### src/rtl/key_reader_pkg.sv
// ============================================================================
// key_reader_pkg : register map and defaults for the key input reader
// Revision 1.0
// ============================================================================
`default_nettype none

package key_reader_pkg;

    localparam int DATA_W = 32;

    localparam logic [1:0] ADDR_DATA = 2'd0;
    localparam logic [1:0] ADDR_MASK = 2'd1;
    localparam logic [1:0] ADDR_EDGE = 2'd2;
    localparam logic [1:0] ADDR_RSVD = 2'd3;

    // 10 ms of stable level at a 50 MHz system clock
    localparam int DEFAULT_DEBOUNCE_CYCLES = 500000;

endpackage

`default_nettype wire

### src/rtl/key_debounce.sv
// ============================================================================
// key_debounce : one active-low key, 2-flop synchroniser plus stable-level filter
// Revision 1.0
// ============================================================================
`default_nettype none

module key_debounce
    import key_reader_pkg::*;
#(
    parameter int DEBOUNCE_CYCLES = DEFAULT_DEBOUNCE_CYCLES
) (
    input  logic clk,
    input  logic rst,
    input  logic key_n,
    output logic pressed,
    output logic press_edge
);

    localparam int CNT_W = $clog2(DEBOUNCE_CYCLES + 1);
    localparam logic [CNT_W-1:0] CNT_LAST = CNT_W'(DEBOUNCE_CYCLES - 1);

    logic             sync_meta;
    logic             sync_out;
    logic             synced_pressed;
    logic             accept;
    logic [CNT_W-1:0] count;

    assign synced_pressed = ~sync_out;

    // The clock that would bring the count to DEBOUNCE_CYCLES is the accept
    // clock, so the counter never holds that value and cannot wrap.
    assign accept     = (synced_pressed != pressed) && (count == CNT_LAST);
    assign press_edge = accept && synced_pressed;

    always_ff @(posedge clk) begin
        if (rst) begin
            sync_meta <= 1'b1;
            sync_out  <= 1'b1;
            count     <= '0;
            pressed   <= 1'b0;
        end else begin
            sync_meta <= key_n;
            sync_out  <= sync_meta;
            if (synced_pressed == pressed) begin
                count <= '0;
            end else if (accept) begin
                pressed <= synced_pressed;
                count   <= '0;
            end else begin
                count <= count + CNT_W'(1);
            end
        end
    end

endmodule

`default_nettype wire

### src/rtl/key_input_reader.sv
// ============================================================================
// key_input_reader : debounced push-button port with edge capture and IRQ
// Revision 1.0
// ============================================================================
`default_nettype none

module key_input_reader
    import key_reader_pkg::*;
#(
    parameter int WIDTH           = 4,
    parameter int DEBOUNCE_CYCLES = DEFAULT_DEBOUNCE_CYCLES
) (
    input  logic              iClk,
    input  logic              iReset,
    input  logic              iChip_select_n,
    input  logic              iRead_n,
    input  logic              iWrite_n,
    input  logic [1:0]        iAddress,
    input  logic [DATA_W-1:0] iData,
    input  logic [WIDTH-1:0]  iKeys,
    output logic [DATA_W-1:0] oData,
    output logic              oIrq
);

    logic [WIDTH-1:0]  key_state;
    logic [WIDTH-1:0]  press_edge;
    logic [WIDTH-1:0]  irq_mask;
    logic [WIDTH-1:0]  edge_cap;
    logic [WIDTH-1:0]  clear_bits;
    logic [DATA_W-1:0] read_word;
    logic              wr_en;
    logic              rd_en;
    logic              unused_data;

    assign unused_data = ^iData;

    generate
        for (genvar i = 0; i < WIDTH; i++) begin : g_key
            key_debounce #(
                .DEBOUNCE_CYCLES(DEBOUNCE_CYCLES)
            ) u_debounce (
                .clk       (iClk),
                .rst       (iReset),
                .key_n     (iKeys[i]),
                .pressed   (key_state[i]),
                .press_edge(press_edge[i])
            );
        end
    endgenerate

    assign wr_en = ~iChip_select_n & ~iWrite_n;
    assign rd_en = ~iChip_select_n & ~iRead_n;

    assign clear_bits = (wr_en && (iAddress == ADDR_EDGE)) ? iData[WIDTH-1:0] : '0;

    always_comb begin
        read_word = '0;
        case (iAddress)
            ADDR_DATA: read_word = DATA_W'(key_state);
            ADDR_MASK: read_word = DATA_W'(irq_mask);
            ADDR_EDGE: read_word = DATA_W'(edge_cap);
            ADDR_RSVD: read_word = '0;
            default:   read_word = '0;
        endcase
    end

    always_ff @(posedge iClk) begin
        if (iReset) begin
            irq_mask <= '0;
            edge_cap <= '0;
            oData    <= '0;
            oIrq     <= 1'b0;
        end else begin
            if (wr_en && (iAddress == ADDR_MASK)) begin
                irq_mask <= iData[WIDTH-1:0];
            end
            // New presses are OR-ed in after the clear, so a press wins a tie
            edge_cap <= (edge_cap & ~clear_bits) | press_edge;
            oData    <= rd_en ? read_word : '0;
            oIrq     <= |(edge_cap & irq_mask);
        end
    end

endmodule

`default_nettype wire

### config.mk
export PLATFORM = sky130hd
export DESIGN_NAME = key_input_reader
export DESIGN_NICKNAME = d
export VERILOG_FILES = /design/src/rtl/key_reader_pkg.sv /design/src/rtl/key_debounce.sv /design/src/rtl/key_input_reader.sv
export SDC_FILE = /design/constraint.sdc
export NUM_CORES = 1
export LEC_CHECK = 0
export CAP_MARGIN = 30
export CORE_UTILIZATION = 55
export CTS_CLUSTER_SIZE = 25
export DETAILED_ROUTE_END_ITERATION = 6
export PLACE_DENSITY = 0.93
export SKIP_LAST_GASP = 1
export SLEW_MARGIN = 20
export SYNTH_ARGS = -nofsm -noshare
export SYNTH_HDL_FRONTEND = slang
export SYNTH_SLANG_ARGS = --single-unit
### constraint.sdc
create_clock -name iClk -period 3.3 [get_ports iClk]
set_clock_uncertainty 0.2 [all_clocks]
set_input_delay 0.33 -clock iClk [delete_from_list [all_inputs] [get_ports iClk]]
set_output_delay 0.33 -clock iClk [all_outputs]
set_load 0.05 [all_outputs]
==> results of run 1 <==
## placed cells by master, fill, tap and decap left out, types with 3 or more instances in the layout
master           Yosys  final
inv_1               14     14
or3_1               16     16
or2_2               11     11
o31ai_1              5      5
dfxtp_1            101    101
xor2_1              20     20
a311oi_1             4      4
a21o_1               5      5
nor4_1               8      8
nand3_1             26     26
nand3b_1             5      5
xnor2_1             29     29
nor4b_1              5      5
a22oi_1              3      3
o21ai_0             12     12
nand2_1             37     37
and4_1               8      8
nand4_1             15     15
and2_1               4      4
or4_1               13     13
clkbuf_8             0     11
mux2i_1              8      8
a21oi_1             32     32
nor2_1              75     75
nor3_1              13     13
clkdlybuf4s50_1      0     19
conb_1               1     28
ha_1                 4      4
## registers in the layout, indices dropped and copies added (netlist names)
name / flops
g_key.u_debounce.count: 76
g_key.u_debounce.sync_out: 4
g_key.u_debounce.sync_meta: 4
edge_cap: 4
oIrq: 1
oData: 4
g_key.u_debounce.pressed: 4
irq_mask: 4
## cells by family after synthesis
family	count (synthesis)	share of synthesized area
xor+xnor	49	0.0917
other cells	1	0.000801
mux	8	0.0171
compound gates	64	0.0810
fa+ha+maj	4	0.0107
buf+inv	63	0.0759
simple gates	252	0.291
flops	101	0.432
## worst reg2reg max path, stage by stage (launching register included)
cell and delay [ns]:
dfxtp_1 0.35, or4_1 0.55, nor4_2 0.44, a211o_1 0.56
nor2_1 0.13
## per-layer routing
layer,global-route usage,up-vias,share of wire
li1,-,1856,-
met3,0.0372,16,0.036
met5,0,-,0
met2,0.380,93,0.51
met1,0.244,1738,0.43
met4,0.0846,0,0.019
## per-stage QoR
step	instance area, µm²	util	total power (W)	hold WS (ns)
2_1_floorplan	4780	-	0.00138	0.189
3_3_place_gp	4810	0.585	0.00138	0.192
3_5_place_dp	4810	0.585	0.00138	0.194
4_1_cts	5040	0.613	0.00223	0.214
5_1_grt	5040	0.613	0.00229	0.220
6_report	5040	0.613	0.00222	0.214
## power breakdown
group	internal [W]	switching, W
Sequential	0.00122	0.00000472
Clock	0.000470	0.000403
Combinational	0.0000256	0.0000943
Total	0.00172	0.000502
## worst paths after layout
check                           slack (ns)                                      from                                       to  cells after the start
worst max-delay path                  0.94  g_key[3].u_debounce.count[11]$_SDFF_PP0_  g_key[3].u_debounce.count[7]$_SDFF_PP0_                      4
worst max register to register        0.94  g_key[3].u_debounce.count[11]$_SDFF_PP0_  g_key[3].u_debounce.count[7]$_SDFF_PP0_                      4
worst min register to register        0.21  g_key[2].u_debounce.sync_meta$_SDFF_PP1_  g_key[2].u_debounce.sync_out$_SDFF_PP1_                      1
worst min-delay path                  0.21  g_key[2].u_debounce.sync_meta$_SDFF_PP1_  g_key[2].u_debounce.sync_out$_SDFF_PP1_                      1
## area by class of cell
class / count / area share
multi-input combinational: 405 / 0.478
timing repair buffer: 20 / 0.0393
inverter: 14 / 0.0104
sequential: 101 / 0.401
clock inverter: 3 / 0.0134
clock buffer: 13 / 0.0316
tap: 105 / 0.0261
==> results.yml, run 1 <==
timing:
  fin_crit_sh: 0.716
  timing.final.max_slew_violations: 0
  min_period_ns: 2.36
  hold_viol_final: 0
  setup_tns_ns: 0
  postLayoutSetupSlackWorst_ns: 0.938
  highest_attainable_clock_frequency_mhz: 423
  final-setup-viol-count: 0
  worst_pin_slew_ns: 0.747
  timing.slew.headroom: 0.495
  grt_setup_unrepaired: "no"
layout:
  sequential_area_um2: 2020
  post_layout_nonfiller_instances: 661
  fillerInstances: 648
  antennaDiodeCount: 0
  share_of_layout_cells_above_drive_strength_1: 0.0594
  final_net_count: 598
  syn2layout_area_growth_pct: 7.56
  multiInputGateArea_um2: 2410
power_and_ir_drop:
  vdd_ir_drop_max_mv: 0.227
  pwr_density_cell_nw_per_um2: 441
  power.static_leakage_nw: 1.53
setup_path:
  timing.setup.critical_path_class: "reg -> reg"
  timing.critical_path.required_ns: 3.33
  critical_path.n_buffers_inverters: 0
  critical_path_arrival_ns: 2.39
  slowest_delay_ns: 0.56
  critical-path-top-delay-family: "simple AND/OR/NAND/NOR gates"
  largest_fanout_on_the_critical_path: 19
  setup.worst_path.start_class: "flip-flop"
  critical_path.endpoint_type: "flip-flop"
  cell_by_cell_trace_of_the_critical_path: "or4_1 -> nor4_2 -> a211o_1 -> nor2_1"
  timing.critical_path.slowest_stage_cell: "a211o_1"
synthesis:
  synth_edf_count: 0
  yosys.area.top_type_share: 0.432
  synth_cell_type_count: 43
  synth-warning-count: 0
  ys_dominant_reg_cell: "dfxtp_1"
  synthArstFlopShare: 0
  synth.ff_latch_count: 101
  seq_area_frac_synth: 0.432
  post_synthesis_cell_area_um2: 4680
  post_synthesis_instance_total: 542
  synth.top_cells.by_area: "dfxtp_1 43%, nor2_1 6.0%, xnor2_1 5.4%, buf_4 4.8%, xor2_1 3.7%"
  yosys.cell_count.top_type: "dfxtp_1"
  post-synth-top-area-cell: "dfxtp_1"
  avgSynthCellArea_um2: 8.64
  yosys-top-cells-count: "101 x dfxtp_1, 75 x nor2_1, 37 x nand2_1"
place:
  post_place_worst_slack_ns: 0.941
  placed_cell_count: 645
  dp_hpwl_mm: 6.31
  count_of_input_and_output_buffers: 19
  gp_routability_congestion: 0.877
detailed_routing:
  routed_wire_length_per_instance_um: 13.4
  routed_via_density: 5.60
  number_of_iterations_in_the_first_detailed_routing_pass: 4
  num_vias: 3703
  number_of_antenna_violating_nets_in_the_routed_design: 0
  totalWireLength_mm: 8.84
  drc: 0
  initialDrtViolationCount: 182
floorplan:
  placeableCoreArea_um2: 8220
  fp-row-count: 33
  num_io_pins: 76
  dieWidth_um: 94.3
  fp.dieArea_um2: 8890
  initial_core_util: 0.570
  floorplan.die.height_um: 94.3
global_routing:
  grt_first_pass_wirelength_mm: 15.0
  vias_in_the_first_global_route: 3448
  grt_start_max_net_pins: 20
  gr-usage-all-layers: 0.211
  antenna_violations_before_repair: 0
  gr-total-overflow: 0
status:
  run_status: "completed"
clock_network:
  worstSkewPairLatency_ns: 0.36
  clk_root_buffer_cell: "clkbuf_8"
  postCtsSetupBuffers: 0
  cts_tree: "done"
  numClockSinks: 101
  max_buffers_root_to_sink: 2
  post_cts.resized_instances: 0
  cts.htree.levels: 3
  cts_inserted_buffers: 9
  count_of_hold_buffers_inserted_by_post_cts_repair: 0
  clk_transition_reported_paths_ns: 0.09
min_path:
  hp-class: "reg -> reg"
job:
  maxCapViolations: 0
No activity file was read; power rests on OpenSTA's default activity.
==> run 2: changes to the inputs <==
--- a/config.mk
+++ b/config.mk
@@ -6,10 +6,10 @@
 export NUM_CORES = 1
 export LEC_CHECK = 0
 export CAP_MARGIN = 30
-export CORE_UTILIZATION = 55
+export CORE_UTILIZATION = 53
 export CTS_CLUSTER_SIZE = 25
 export DETAILED_ROUTE_END_ITERATION = 6
-export PLACE_DENSITY = 0.93
+export PLACE_DENSITY = 0.9
 export SKIP_LAST_GASP = 1
 export SLEW_MARGIN = 20
 export SYNTH_ARGS = -nofsm -noshare
==> constraint.sdc (replaced) <==
create_clock -name iClk -period 2.28 [get_ports iClk]
set_clock_uncertainty 0.2 [all_clocks]
set_input_delay 0.228 -clock iClk [delete_from_list [all_inputs] [get_ports iClk]]
set_output_delay 0.228 -clock iClk [all_outputs]
set_load 0.05 [all_outputs]
==> run 2 against run 1 <==
Compared with the run above: total power rose by 39%; die area up 3.7%; design area up 1.1%; worst hold slack better by 0.0013 ns; first-iteration DRC count grew 2.2%; register-to-register slack worse by 0.84 ns.
==> results.yml, run 2 (synthesized netlist as in run 1, its figures left out) <==
status:
  run_status: "completed"
timing:
  final-setup-viol-count: 0
  postLayoutSetupSlackWorst_ns: 0.0944
  fin_crit_sh: 0.959
  highest_attainable_clock_frequency_mhz: 458
  worst_pin_slew_ns: 0.599
  timing.final.max_slew_violations: 0
  hold_viol_final: 0
  min_period_ns: 2.19
  setup_tns_ns: 0
  timing.slew.headroom: 0.597
  grt_setup_unrepaired: "no"
place:
  dp_hpwl_mm: 6.42
  placed_cell_count: 655
  gp_routability_congestion: 0.887
  post_place_worst_slack_ns: 0.116
  count_of_input_and_output_buffers: 19
detailed_routing:
  drc: 0
  number_of_iterations_in_the_first_detailed_routing_pass: 4
  routed_wire_length_per_instance_um: 13.4
  number_of_antenna_violating_nets_in_the_routed_design: 0
  routed_via_density: 5.57
  num_vias: 3740
  initialDrtViolationCount: 186
  totalWireLength_mm: 8.99
setup_path:
  critical_path.endpoint_type: "flip-flop"
  critical_path_arrival_ns: 2.29
  timing.setup.critical_path_class: "reg -> reg"
  timing.critical_path.from: "g_key[2].u_debounce.count[5]$_SDFF_PP0_"
  worst_r2r_startpoint: "g_key[2].u_debounce.count[5]$_SDFF_PP0_"
  timing.critical_path.required_ns: 2.39
  largest_fanout_on_the_critical_path: 7
  setup.worst_path.start_class: "flip-flop"
power_and_ir_drop:
  report.power.total_w: 0.00309
  combinationalPowerShare: 0.058
  power.static_leakage_nw: 1.56
  seq_power_share: 0.576
  power.switching_w: 0.000763
  p_clk_frac: 0.366
  pwr_density_cell_nw_per_um2: 607
  swShare: 0.247
  vdd_ir_drop_max_mv: 0.293
  p_int_w: 0.00233
layout:
  post_layout_nonfiller_instances: 671
  final_net_count: 608
  antennaDiodeCount: 0
  top_reg_by_flops: "g_key.u_debounce.count"
  largest_register_ffs: 76
  syn2layout_area_growth_pct: 8.71
  share_of_layout_cells_above_drive_strength_1: 0.0830
  commonest_cells_after_routing_fill_and_taps_aside: "101 x dfxtp_1, 75 x nor2_1, 37 x nand2_1"
  most_common_cell_after_layout_fill_and_taps_aside: "dfxtp_1"
min_path:
  hold_path.startpoint: "g_key[0].u_debounce.sync_meta$_SDFF_PP1_"
  hp-class: "reg -> reg"
clock_network:
  postCtsSetupBuffers: 0
  max_buffers_root_to_sink: 2
  cts.htree.levels: 3
  cts_tree: "done"
  clk_transition_reported_paths_ns: 0.10
  worstSkewPairLatency_ns: 0.37
  cts_inserted_buffers: 9
  numClockSinks: 101
  count_of_hold_buffers_inserted_by_post_cts_repair: 0
  clk_root_buffer_cell: "clkbuf_8"
floorplan:
  placeableCoreArea_um2: 8380
  floorplan.die.height_um: 96.0
  fp-row-count: 33
  initial_core_util: 0.559
  num_io_pins: 76
  fp.dieArea_um2: 9210
  dieWidth_um: 96.0
global_routing:
  grt_start_max_net_pins: 20
  grt_first_pass_wirelength_mm: 15.0
  vias_in_the_first_global_route: 3511
  antenna_violations_before_repair: 0
  gr-total-overflow: 0
  gr-usage-all-layers: 0.207
job:
  maxCapViolations: 0
[run 2: cell count changes in the layout (fill, tap and decap cells not counted)]
cell	delta
inv_6	+1
or4_1	-1
ha_2	+1
clkinv_2	+1
clkinv_4	+1
clkbuf_8	-2
clkinvlp_4	+2
ha_1	-1
bufinv_16	-1
or4_4	+1
buf_4	+10
clkbuf_1	-2
[run 2: power groups by stage]
stage / Combinational, W / Clock, W / Sequential [W]
detailed placement: 0.000179 / 0 / 0.00182
floorplan: 0.000176 / 0 / 0.00182
finish: 0.000179 / 0.00113 / 0.00178
CTS: 0.000179 / 0.00115 / 0.00178
global route: 0.000191 / 0.00123 / 0.00178
global placement: 0.000177 / 0 / 0.00182
[run 2: what timing repair did]
action	4_1_cts	5_1_grt
endpoints found under the setup margin	0	4
resized for setup	0	2
hold endpoints to repair	0	0
[run 2: per-stage QoR]
step                      area, µm²  hold slack (ns)   util
after CTS                      5080            0.215  0.607
after detailed placement       4880            0.193  0.583
after global placement         4880            0.191  0.583
after global routing           5090            0.222  0.607
final                          5090            0.216  0.607
after floorplan                4780            0.132      -
[run 2: worst max-delay path, cell delays in order (launching register included)]
cell     delay (ns)
dfxtp_1        0.46
nand4_2        0.20
or4_1          0.68
or4_1          0.44
a21oi_1        0.14
[run 2: area by class of cell]
| type | instances | area (µm²) |
|---|---|---|
| Clock inverter | 7 | 75.1 |
| Inverter | 14 | 52.6 |
| Tap cell | 105 | 131 |
| Timing Repair Buffer | 30 | 273 |
| Fill cell | 668 | 3290 |
| Multi-Input combinational cell | 405 | 2410 |
| Sequential cell | 101 | 2020 |
| Clock buffer | 9 | 124 |
[run 2: final timing paths]
check	to	slack [ns]	cells past startpoint
worst max-delay path	g_key[2].u_debounce.count[17]$_SDFF_PP0_	0.09	4
worst min-delay path	g_key[0].u_debounce.sync_out$_SDFF_PP1_	0.22	1
worst max register to register	g_key[2].u_debounce.count[17]$_SDFF_PP0_	0.09	4
worst min register to register	g_key[0].u_debounce.sync_out$_SDFF_PP1_	0.22	1
[run 2: per-layer routing]
| layer | vias up | global-route usage | routed length [µm] |
|---|---|---|---|
| met5 | - | 0 | 0 |
| met3 | 15 | 0.0379 | 364 |
| met4 | 0 | 0.0933 | 172 |
| met2 | 97 | 0.369 | 4490 |
| met1 | 1752 | 0.238 | 3960 |
| li1 | 1876 | - | - |
